### src/rtl/gpi_pkg.sv
// rtl/gpi_pkg.sv - shared constants for the general-purpose input port
//
// Purpose: register word addresses, slot data width and the debounce counter
// width helper used by gpi_capture and gpi_debounce.
// Ports: none (package).
package gpi_pkg;

   localparam int unsigned GPI_DW = 32;

   localparam logic [2:0] GPI_DATA   = 3'd0;
   localparam logic [2:0] GPI_RISE   = 3'd1;
   localparam logic [2:0] GPI_FALL   = 3'd2;
   localparam logic [2:0] GPI_IRQ_EN = 3'd3;
   localparam logic [2:0] GPI_RAW    = 3'd4;

   // Counter width for a debounce of n clocks: $clog2(n), never below 1 bit.
   function automatic int unsigned gpi_cnt_width(input int unsigned n);
      return (n < 3) ? 1 : $clog2(n);
   endfunction

endpackage

### src/rtl/gpi_debounce.sv
// rtl/gpi_debounce.sv - one-bit input filter for gpi_capture
//
// Purpose: filters one synchronized input bit. With GPI_DEBOUNCE_EN defined the
// bit must differ from the filtered value for DB_CYCLES consecutive clocks
// before the filtered value follows it; otherwise the bit passes straight
// through.
// Macro: GPI_DEBOUNCE_EN selects the counting filter.
// Ports:
//   clk    in   system clock
//   reset  in   synchronous, active-high reset
//   s2     in   synchronizer output bit
//   stable out  next filtered value (the value the filtered register takes at
//               the coming edge); gpi_capture registers it next to its edge
//               flags so a flag sets on the same edge the data changes
module gpi_debounce
   import gpi_pkg::*;
#(
   parameter int unsigned DB_CYCLES = 16
) (
   input  logic clk,
   input  logic reset,
   input  logic s2,
   output logic stable
);

`ifdef GPI_DEBOUNCE_EN
   localparam int unsigned         CW       = gpi_cnt_width(DB_CYCLES);
   localparam logic [CW-1:0]       CNT_LAST = CW'(DB_CYCLES - 1);

   logic [CW-1:0] cnt_q, cnt_d;
   logic          stable_q, stable_d;

   // The counter clears whenever input and filtered value agree, and also on
   // the clock it hands the new value over, so it never wraps.
   always_comb begin
      stable_d = stable_q;
      cnt_d    = cnt_q;
      if (s2 == stable_q) begin
         cnt_d = '0;
      end else if (cnt_q == CNT_LAST) begin
         stable_d = s2;
         cnt_d    = '0;
      end else begin
         cnt_d = cnt_q + 1'b1;
      end
   end

   always_ff @(posedge clk) begin
      if (reset) begin
         cnt_q    <= '0;
         stable_q <= 1'b0;
      end else begin
         cnt_q    <= cnt_d;
         stable_q <= stable_d;
      end
   end

   assign stable = reset ? 1'b0 : stable_d;
`else
   localparam int unsigned unused_db_cycles = DB_CYCLES;

   logic unused_clk;
   assign unused_clk = clk;

   assign stable = reset ? 1'b0 : s2;
`endif

endmodule

### src/rtl/gpi_capture.sv
// rtl/gpi_capture.sv - slot-bus general-purpose input port with edge flags and irq
//
// Purpose: synchronizes a W-bit asynchronous input (2 flops), filters it per
// bit through gpi_debounce, records rising/falling edges of the filtered value
// in sticky write-1-to-clear flags and raises a registered, maskable level
// interrupt.
// Macro: GPI_DEBOUNCE_EN enables the DB_CYCLES debounce counters (default off:
// filtered value follows the synchronizer every clock).
// Registers (addr[2:0]): 0 DATA ro, 1 RISE w1c, 2 FALL w1c, 3 IRQ_EN rw,
// 4 RAW ro, 5-7 read 0.
// Ports:
//   clk      in   system clock
//   reset    in   synchronous, active-high reset
//   cs       in   slot select
//   read     in   read strobe (reads have no side effects)
//   write    in   write strobe
//   addr     in   register word address, addr[4:3] ignored
//   wr_data  in   write data
//   rd_data  out  read data, combinational
//   din      in   asynchronous external input
//   irq      out  registered level interrupt
module gpi_capture
   import gpi_pkg::*;
#(
   parameter int unsigned W         = 8,
   parameter int unsigned DB_CYCLES = 16
) (
   input  logic              clk,
   input  logic              reset,
   input  logic              cs,
   input  logic              read,
   input  logic              write,
   input  logic [4:0]        addr,
   input  logic [GPI_DW-1:0] wr_data,
   output logic [GPI_DW-1:0] rd_data,
   input  logic [W-1:0]      din,
   output logic              irq
);

   logic [W-1:0] s1_q, s2_q;
   logic [W-1:0] stable_q, stable_d;
   logic [W-1:0] rise_q, rise_d;
   logic [W-1:0] fall_q, fall_d;
   logic [W-1:0] irq_en_q, irq_en_d;
   logic         irq_q, irq_d;
   logic         wr_en;
   logic [W-1:0] wr_bits;

   logic unused_slot;
   assign unused_slot = ^{read, addr[4:3], wr_data};

   for (genvar i = 0; i < W; i++) begin : g_filt
      gpi_debounce #(
         .DB_CYCLES(DB_CYCLES)
      ) u_filt (
         .clk   (clk),
         .reset (reset),
         .s2    (s2_q[i]),
         .stable(stable_d[i])
      );
   end

   assign wr_en   = cs && write;
   assign wr_bits = wr_data[W-1:0];

   // W1C is applied first and new edges are OR-ed in afterwards, so an edge
   // arriving on the same clock as its clear leaves the flag set.
   always_comb begin
      rise_d   = rise_q;
      fall_d   = fall_q;
      irq_en_d = irq_en_q;
      if (wr_en) begin
         case (addr[2:0])
            GPI_RISE:   rise_d   = rise_q & ~wr_bits;
            GPI_FALL:   fall_d   = fall_q & ~wr_bits;
            GPI_IRQ_EN: irq_en_d = wr_bits;
            default: ;
         endcase
      end
      rise_d = rise_d | (stable_d & ~stable_q);
      fall_d = fall_d | (~stable_d & stable_q);
      irq_d  = |((rise_q | fall_q) & irq_en_q);
   end

   always_ff @(posedge clk) begin
      if (reset) begin
         s1_q     <= '0;
         s2_q     <= '0;
         stable_q <= '0;
         rise_q   <= '0;
         fall_q   <= '0;
         irq_en_q <= '0;
         irq_q    <= 1'b0;
      end else begin
         s1_q     <= din;
         s2_q     <= s1_q;
         stable_q <= stable_d;
         rise_q   <= rise_d;
         fall_q   <= fall_d;
         irq_en_q <= irq_en_d;
         irq_q    <= irq_d;
      end
   end

   always_comb begin
      rd_data = '0;
      case (addr[2:0])
         GPI_DATA:   rd_data[W-1:0] = stable_q;
         GPI_RISE:   rd_data[W-1:0] = rise_q;
         GPI_FALL:   rd_data[W-1:0] = fall_q;
         GPI_IRQ_EN: rd_data[W-1:0] = irq_en_q;
         GPI_RAW:    rd_data[W-1:0] = s2_q;
         default: ;
      endcase
   end

   assign irq = irq_q;

endmodule
### config.mk
export PLATFORM = sky130hd
export DESIGN_NAME = gpi_capture
export DESIGN_NICKNAME = d
export VERILOG_FILES = /design/src/rtl/gpi_pkg.sv /design/src/rtl/gpi_debounce.sv /design/src/rtl/gpi_capture.sv
export SDC_FILE = /design/constraint.sdc
export NUM_CORES = 1
export LEC_CHECK = 0
export ABC_AREA = 1
export CAP_MARGIN = 0
export CELL_PAD_IN_SITES_DETAIL_PLACEMENT = 0
export CELL_PAD_IN_SITES_GLOBAL_PLACEMENT = 1
export CORE_MARGIN = 1.5
export CORE_UTILIZATION = 30
export CTS_CLUSTER_SIZE = 14
export DETAILED_ROUTE_END_ITERATION = 10
export GPL_TIMING_DRIVEN = 0
export PLACE_DENSITY = 0.77
export RECOVER_POWER = 25
export SLEW_MARGIN = 10
export SYNTH_ARGS = -nofsm -noshare
export SYNTH_HDL_FRONTEND = slang
export SYNTH_SLANG_ARGS = --single-unit
### constraint.sdc
create_clock -name clk -period 1.29 [get_ports clk]
set_clock_uncertainty 0.15 [all_clocks]
set_input_delay 0.129 -clock clk [delete_from_list [all_inputs] [get_ports clk]]
set_output_delay 0.129 -clock clk [all_outputs]
set_load 0.05 [all_outputs]
==> impl_metrics.toml <==
[outcome]
outcome = "complete, but fails checks"
violations = "setup timing"

[critical_path]
cpMaxStageDelayCell = "dfxtp_2"
required_ns = 1.01
crit_chain = "inv_2 > o21ai_2 > inv_1 > nand4_1 > buf_6"
crit_type = "flop to output port"
cp.arrival_ns = 1.13
worstPathBufferInverterCount = 3
crit_path_start_kind = "flop"
slowest_delay_ns = 0.36
cp_max_fo = 3
cp_top_family = "flip-flops"
end_kind = "output port"

[sta]
worstMarginPinSlew_ns = 0.5688
maxSlewViolCount = 0
setup_ws_ns = -0.1208
hold_viol = 0
rsz0062_at_grt = "true"
setup_viol = 8
min_period_ns = 1.411
max_clock_freq_ghz = 0.7088
fin_crit_sh = 1.094
setup_tns_ns = -0.7184
slew-limit-headroom = 0.6208

[power_and_ir_drop]
fin_total_pwr_mw = 3.175
power_frac_comb = 0.180
switchingPower_uw = 920.4
vdd_drop_max_uv = 422.6
total_leakage_power_nw = 1.280
powerDensity_nw_per_um2 = 1051
power.sequential.fraction = 0.505
p_int_mw = 2.254
p_clk_frac = 0.314
switching_share = 0.2899

[final_layout]
regArea_um2 = 1001
drive_gt1_frac = 0.2769
multi_input_area_um2 = 1005
final_util = 0.4209
insertedDiodeCount = 0
finalNetCount = 421
nFillCells = 769
syn2layout_area_growth_pct = 37.00

[placement]
portBuffers = 29
hpwl_um = 3846
gp_congestion = 0.8125

[drt]
routedWlPerCell_um = 12.27
vias = 1998
antenna_left = 0
wirelength_um = 5779
drt-initial-drc-count = 85
first_pass_iters = 4
routed_via_density = 4.242
drc = 0

[floorplanning]
dieArea_um2 = 7872
rows = 31
die_h_um = 88.73
io_pins = 83
die_w_um = 88.73
initial_utilization = 0.3072
core_area_um2 = 7176

[clock_network]
cts_root_buf = "clkbuf_8"
holdBufCountCts = 0
htree_levels = 2
clock_latency_ns = 0.30
clock_path_buffers = 2
cts_made_buffers = 5
cts_tree = "built"
cts_num_sinks = 49
path_clk_slew_ns = 0.09

[yosys]
avgSynthCellArea_um2 = 7.300
ys.flop_type = "dfxtp_1"
synth_common_cells = "nand2_1, dfxtp_1, inv_1, nor2_1, o21ai_0"
synth_top_area_cell = "dfxtp_1"
synthesis.area_um2 = 2205
synth_edf_count = 0
async_flop_share = 0
synth_cell_type_count = 21
ys_seq_elements = 49
synth_top_area_frac = 0.4449
synth_area_leaders = "dfxtp_1, nand2_1, buf_4, inv_1, o21ai_0"
postSynthCellCount = 302
synth_warnings = 0
synth-seq-area-share = 0.4449
yosysMostFrequentCell = "nand2_1"

[run]
maxCapViolations = 0

[global_route]
track_usage = 0.1587
grt_pass1_wl_um = 9163
grt_pass1_vias = 1815
grt_antenna_before_repair = 0
grt_max_degree = 15
grt_overflow = 0

[min_path]
min_path_type = "input pin to flop"
-- stage by stage --
stage	cells	hold slack, ns	worst slack (ns)	cell area (um2)
2_1_floorplan	325	0.08597	-0.09376	2316
3_3_place_gp	453	0.2393	-1.435	2730
3_5_place_dp	453	0.2463	-1.423	2730
4_1_cts	471	0.1704	-0.1204	2988
5_1_grt	471	0.1760	-0.1870	3020
6_report	471	0.1773	-0.1208	3020
-- power by group through the flow --
stage / registers (mW) / logic [mW] / clock network [mW]
after floorplan: 1.63 / 0.381 / 0
after global placement: 1.63 / 0.527 / 0
after detailed placement: 1.64 / 0.530 / 0
after CTS: 1.60 / 0.567 / 1.01
after global routing: 1.61 / 0.617 / 1.08
final: 1.60 / 0.572 / 0.998
-- per-layer routing --
metal | up-vias | GRT usage | part of all wire
met5 | - | 0 | 0
met4 | 0 | 0.03835 | 0.0095
met3 | 6 | 0.03918 | 0.056
met2 | 48 | 0.2824 | 0.50
met1 | 892 | 0.1915 | 0.44
li1 | 1052 | - | -
-- kinds of logic (layout without fill, tap and decap cells) --
| group | after synthesis | after routing | share of synthesized area |
|---|---|---|---|
| AO/OA/AOI/OAI | 57 | 57 | 0.1430 |
| buffers and inverters | 78 | 125 | 0.1788 |
| flip-flops | 49 | 49 | 0.4449 |
| other | 1 | 24 | 0.001701 |
| AND/OR/NAND/NOR | 117 | 117 | 0.2316 |
-- final cells by class --
class | count | area share
Multi-Input combinational cell | 198 | 0.3326
Clock buffer | 7 | 0.03190
Buffer | 32 | 0.07829
Clock inverter | 1 | 0.001657
Sequential cell | 49 | 0.3314
Inverter | 46 | 0.06214
Tap cell | 99 | 0.04101
Timing Repair Buffer | 39 | 0.1210
-- flip-flops by register name (all words and copies together), names as in the netlist --
name / count
irq: 1
irq_en_q: 8
s1_q: 8
stable_q: 8
s2_q: 8
fall_q: 8
rise_q: 8
-- tightest hold or removal path: stages --
cell and delay, ns:
clkdlybuf4s50_1 0.39, inv_1 0.05, nor2_1 0.03
-- cells in the final DEF, fill, tap and decap left out, drive strengths merged --
cell type,count
inv,46
nor3,1
nand4,8
o32ai,8
buf,49
clkdlybuf4s50,18
nor2,36
o21ai,32
clkbuf,11
dfxtp,49
nand2,61
a21oi,17
conb,24
nand3b,1
nand3,10
clkinv,1
-- timing repair --
action | in CTS | in global routing
setup buffers | 10 | 0
endpoints found under the setup margin | 33 | 19
pin swaps | 20 | 5
gates resized for setup | 107 | 19
-- final timing paths --
kind / to / start / slack (ns) / cells past startpoint
setup / recovery: rd_data[7] / irq_en_q[7] / -0.12 / 5
hold / removal: s1_q[4] / din[4] / 0.18 / 3
setup reg to reg: irq / irq_en_q[6] / 0.16 / 5
hold reg to reg: s2_q[2] / s1_q[2] / 0.25 / 2
Power figures use the tool's default switching activity.
==> variant 1, RTL diff (config.mk and constraints unchanged) <==
Register the inputs `cs`, `read`, `write`, `addr`, `wr_data` and `din` before use. The logic sees them one clock later. Comments in the files are not updated.
--- a/src/rtl/gpi_capture.sv
+++ b/src/rtl/gpi_capture.sv
@@ -37,6 +37,22 @@
    output logic              irq
 );
 
+   logic cs_q;
+   logic read_q;
+   logic write_q;
+   logic [4:0] addr_q;
+   logic [GPI_DW-1:0] wr_data_q;
+   logic [W-1:0] din_q;
+
+   always_ff @(posedge clk) begin
+      cs_q      <= cs;
+      read_q    <= read;
+      write_q   <= write;
+      addr_q    <= addr;
+      wr_data_q <= wr_data;
+      din_q     <= din;
+   end
+
    logic [W-1:0] s1_q, s2_q;
    logic [W-1:0] stable_q, stable_d;
    logic [W-1:0] rise_q, rise_d;
@@ -47,7 +63,7 @@
    logic [W-1:0] wr_bits;
 
    logic unused_slot;
-   assign unused_slot = ^{read, addr[4:3], wr_data};
+   assign unused_slot = ^{read_q, addr_q[4:3], wr_data_q};
 
    for (genvar i = 0; i < W; i++) begin : g_filt
       gpi_debounce #(
@@ -60,8 +76,8 @@
       );
    end
 
-   assign wr_en   = cs && write;
-   assign wr_bits = wr_data[W-1:0];
+   assign wr_en   = cs_q && write_q;
+   assign wr_bits = wr_data_q[W-1:0];
 
    // W1C is applied first and new edges are OR-ed in afterwards, so an edge
    // arriving on the same clock as its clear leaves the flag set.
@@ -70,7 +86,7 @@
       fall_d   = fall_q;
       irq_en_d = irq_en_q;
       if (wr_en) begin
-         case (addr[2:0])
+         case (addr_q[2:0])
             GPI_RISE:   rise_d   = rise_q & ~wr_bits;
             GPI_FALL:   fall_d   = fall_q & ~wr_bits;
             GPI_IRQ_EN: irq_en_d = wr_bits;
@@ -92,7 +108,7 @@
          irq_en_q <= '0;
          irq_q    <= 1'b0;
       end else begin
-         s1_q     <= din;
+         s1_q     <= din_q;
          s2_q     <= s1_q;
          stable_q <= stable_d;
          rise_q   <= rise_d;
@@ -104,7 +120,7 @@
 
    always_comb begin
       rd_data = '0;
-      case (addr[2:0])
+      case (addr_q[2:0])
          GPI_DATA:   rd_data[W-1:0] = stable_q;
          GPI_RISE:   rd_data[W-1:0] = rise_q;
          GPI_FALL:   rd_data[W-1:0] = fall_q;
Formal check against the unedited RTL: not equivalent (a bounded check fails within 4 cycles, from zero or initial values and one cycle with reset high).
==> variant 1 against the original RTL <==
The run still ends with setup timing left; worst hold slack got worse by 100 ps; cell area increased by 19%; synthesized area increased by 19%; total power increased by 37%; worst setup slack got worse by 350 ps; global-route usage decreased by 1.7 points; sequential share of layout area increased by 6.0 points; via count increased by 12%; routed wire length increased by 7.8%; die area increased by 18%; sequential cell count increased by 21; largest power group unchanged; sequential power increased by 45%.
==> variant 1: results (changes against the original RTL) <==
R2R depth 8 (+3); Crit Reg-Reg Startpoint addr_q[0]; Seq/Total Area, Yosys 0.534 (+0.0894); routed via count 2235 (+12%); H-tree depth 3 (+1); static leakage 1.51 nW (+18%); Buffers, non-clock 73 (+2.8%); GRT Util Overall 0.142 (-0.0167); critical path peak fanout 7 (+4); cts bufs inserted 9 (+4); final net count 451 (+7.1%); status finished, violations left; Worst Min Path Start addr[2]; CP Data Arrival Time 1480 ps (+350 ps); setup TNS -6930 ps (-6220 ps); Synth top cells by count dfxtp_1, nand2_1, inv_1, nor2_1; Worst Max-Slew Pin Slew 584 ps (+14.7 ps); Cells on Worst Hold Path 1 (-2); Yosys reg bits 70 (+43%); Place WS -1070 ps (+349 ps); # setup viols final 32 (+24); setup ws final -469 ps (-348 ps); Starting DRT DRC Count 111 (+31%); worst stage delay on the critical path 380 ps (+20 ps); failing checks setup timing; number of global-route vias before repair 1984 (+9.3%); Clk Latency, worst-skew pair 340 ps (+40 ps); CP Capture Point rd_data[6]; Reg2Reg Setup Slack -260 ps (-420 ps); worst r2r dst irq_en_q[2]; beginning of the critical path addr_q[1]; register fraction of the total cell area 0.391 (+0.0595); multi-input logic area 1050 um2 (+4.5%); clock buf count 12 (+5); Crit-path slowest cell dfxtp_4; Unique masters post-synth 20 (-4.8%); GP Congestion 0.855 (+5.2%); WL/cell 12.2 um (-0.24%)
-- variant 1: cell types whose count changed after synthesis, sizes merged --
cell   unedited run  this run
o21ai            32        24
dfxtp            49        70
buf              28        27
nand2            61        69
inv              46        47
-- variant 1: worst max-delay path: cells and delay by family, from the launching register on --
family,cells,cell delay (ps)
AND/OR/NAND/NOR,3,290
AO/OA/AOI/OAI,1,90
buffers and inverters,3,370
flip-flops,1,380
-- variant 1: cells by family (layout without fill, tap and decap cells) --
kind of cell	count (synthesis)	count (layout)	share of synthesized area
buffers and inverters	78	134	0.150
AOI/OAI and AO/OA	49	49	0.105
DFF	70	70	0.534
and+or+nand+nor	125	127	0.209
other	1	24	0.00143
-- variant 1: where the power goes --
group / total [mW] / internal, mW / switching, mW
clock network: 1.45 / 0.724 / 0.729
registers: 2.32 / 2.25 / 0.0643
logic: 0.577 / 0.212 / 0.364
total: 4.35 / 3.19 / 1.16
-- variant 1: through the flow --
| step | std cells | util | hold WS, ps |
|---|---|---|---|
| floorplan | 346 | - | 6.72 |
| global placement | 481 | 0.380 | 239 |
| detailed placement | 481 | 0.380 | 245 |
| CTS | 503 | 0.420 | 60.0 |
| global route | 509 | 0.432 | 65.6 |
| finish | 509 | 0.432 | 76.9 |
-- variant 1: routing by layer --
layer / routed length (um) / vias up / track usage / share of wire
li1: - / 1133 / - / -
met1: 2850 / 1024 / 0.177 / 0.46
met2: 2970 / 72 / 0.223 / 0.48
met3: 354 / 6 / 0.0438 / 0.057
met4: 63 / 0 / 0.0652 / 0.010
met5: 0 / - / 0 / 0
-- variant 1: what timing repair did --
action | CTS | global route
resized for setup | 95 | 11
cloned | 2 | 0
pin swaps | 21 | 11
setup endpoints to repair | 25 | 29
buffers inserted | 6 | 7
==> variant 2, RTL diff (same flow settings) <==
Without the edit above. `W`: 8 -> 9.
--- a/src/rtl/gpi_capture.sv
+++ b/src/rtl/gpi_capture.sv
@@ -22,7 +22,7 @@
 module gpi_capture
    import gpi_pkg::*;
 #(
-   parameter int unsigned W         = 8,
+   parameter int unsigned W         = 9,
    parameter int unsigned DB_CYCLES = 16
 ) (
    input  logic              clk,
Ports: changed (resized din); port bits go from 83 to 84. The function was not compared with the original's and may differ.
==> variant 2 against the original RTL <==
Routed wire length is 1.2% higher; critical endpoint is now rd_data[6]; cell area up 5.1%; sequential share of layout area increased by 2.1 points; largest cell class is now registers; synthesized area is 7.5% higher; first-iteration DRC count up 8.2%; register-to-register slack got worse by 40 ps; critical path depth unchanged; total power rose by 4.0%; the run still ends with setup timing left; sequential cell count grew 6; worst setup slack better by 24 ps; combinational power grew 3.7%.
==> variant 2: results (changes against the original RTL) <==
Place WS -1480 ps (-52.7 ps); GP Congestion 0.807 (-0.63%); critical path peak fanout 3 (unchanged); n_diodes 0 (unchanged); setup ws final -96.7 ps (+24.1 ps); Worst-path clk slew 90 ps (about the same); Unique masters post-synth 22 (+4.8%); post-synthesis mux area share 0 (unchanged); Seq/Total Area, Yosys 0.465 (+0.0197); static leakage 1.40 nW (+9.8%); GRT Util Overall 0.145 (-0.0141); number of global-route vias before repair 2004 (+10%); H-tree depth 2 (unchanged); Slew headroom 0.628 (+0.00767); failing checks setup timing; cts bufs inserted 5 (unchanged); multi-input logic area 1010 um2 (+0.25%); Layout Cells excl Fill 505 (+7.2%); status finished, violations left; Reg2Reg Setup Slack 120 ps (-40 ps); first-pass GRT wire length 9.47 mm (+3.3%); synth warn 0 (unchanged); CP Data Arrival Time 1110 ps (-20 ps); I/O Buffers 33 (+14%); # setup viols final 12 (+4); top post-synthesis cells by area dfxtp_1, nand2_1, inv_1; clock buffer depth 2 (unchanged); Gate Count Post-Synth 328 (+8.6%); Antenna Nets Post-Route 0 (unchanged); Post-DP Area 2910 um2 (+6.6%); Crit-path slowest cell dfxtp_2; initial antenna violation count 0 (unchanged); HP Class in -> reg; Root Buffer clkbuf_8; Synth top cells by count nand2_1, dfxtp_1, inv_1, nor2_1, o21ai_0; final net count 453 (+7.6%); Max VDD drop 0.535 mV (+27%); complex-gate fraction of the synthesized area 0.146 (+0.00323); post-DP HPWL 3.93 mm (+2.2%); FILL cells 828 (+7.7%); via/cell ratio 4.18 (-1.5%); Cells after DPL 485 (+7.1%); setup TNS -728 ps (-9.54 ps); Synth Area in XOR/XNOR 0 (unchanged); worst stage delay on the critical path 330 ps (-30 ps); largest net degree at the start of global routing 16 (+1); share of cells above drive strength 1 0.261 (-0.0163); switching part of the total 0.286 (-0.00417); Starting DRT DRC Count 92 (+8.2%); DR pass1 iterations 4 (unchanged); Hold Slack 46.0 ps (-131 ps); final wirelength 5.85 mm (+1.2%)
## variant 2: cell types whose count changed after synthesis, sizes merged, moves of 4 or more
cell,before,now
a21oi,17,12
clkbuf,4,0
dfxtp,49,55
inv,46,53
nand2,61,65
nand3,10,3
nor2,36,49
o21ai,32,40
o22ai,0,12
o32ai,8,0
## variant 2: per-layer routing
| metal | track usage | vias to the layer above | share of wire |
|---|---|---|---|
| li1 | - | 1127 | - |
| met1 | 0.178 | 919 | 0.45 |
| met2 | 0.254 | 63 | 0.47 |
| met3 | 0.0307 | 2 | 0.076 |
| met4 | 0.0397 | 0 | 0.0044 |
| met5 | 0 | - | 0 |
## variant 2: final cells by class
cell class,instances,share of cell area
buffer,29,0.0654
clock buffer,7,0.0240
clock inverter,1,0.00158
inverter,54,0.0709
multi-input combinational,213,0.317
sequential,55,0.353
tap,102,0.0402
timing repair buffer,44,0.128
## variant 2: final timing paths
check / from / end / cells after the start
hold reg to reg: s1_q[2] / s2_q[2] / 2
hold / removal: reset / stable_q[3] / 2
setup / recovery: s2_q[6] / rd_data[6] / 5
setup reg to reg: irq_en_q[5] / irq / 7
## variant 2: timing repair
action	4_1_cts	5_1_grt
endpoints found under the setup margin	37	13
cloned	1	0
pin swaps	22	7
setup buffers	10	1
gates resized for setup	135	13
## variant 2: power by group through the flow
| stage | sequential [mW] | combinational (mW) | clock [mW] |
|---|---|---|---|
| floorplan | 1.83 | 0.386 | 0 |
| global placement | 1.83 | 0.544 | 0 |
| detailed placement | 1.84 | 0.546 | 0 |
| CTS | 1.80 | 0.590 | 0.941 |
| global route | 1.81 | 0.638 | 0.992 |
| finish | 1.80 | 0.593 | 0.907 |
## variant 2: critical path: cells and delay by family (launching register included)
family,cells,cell delay [ps]
flops,1,330
simple gates,1,110
compound gates,1,110
buf+inv,3,270
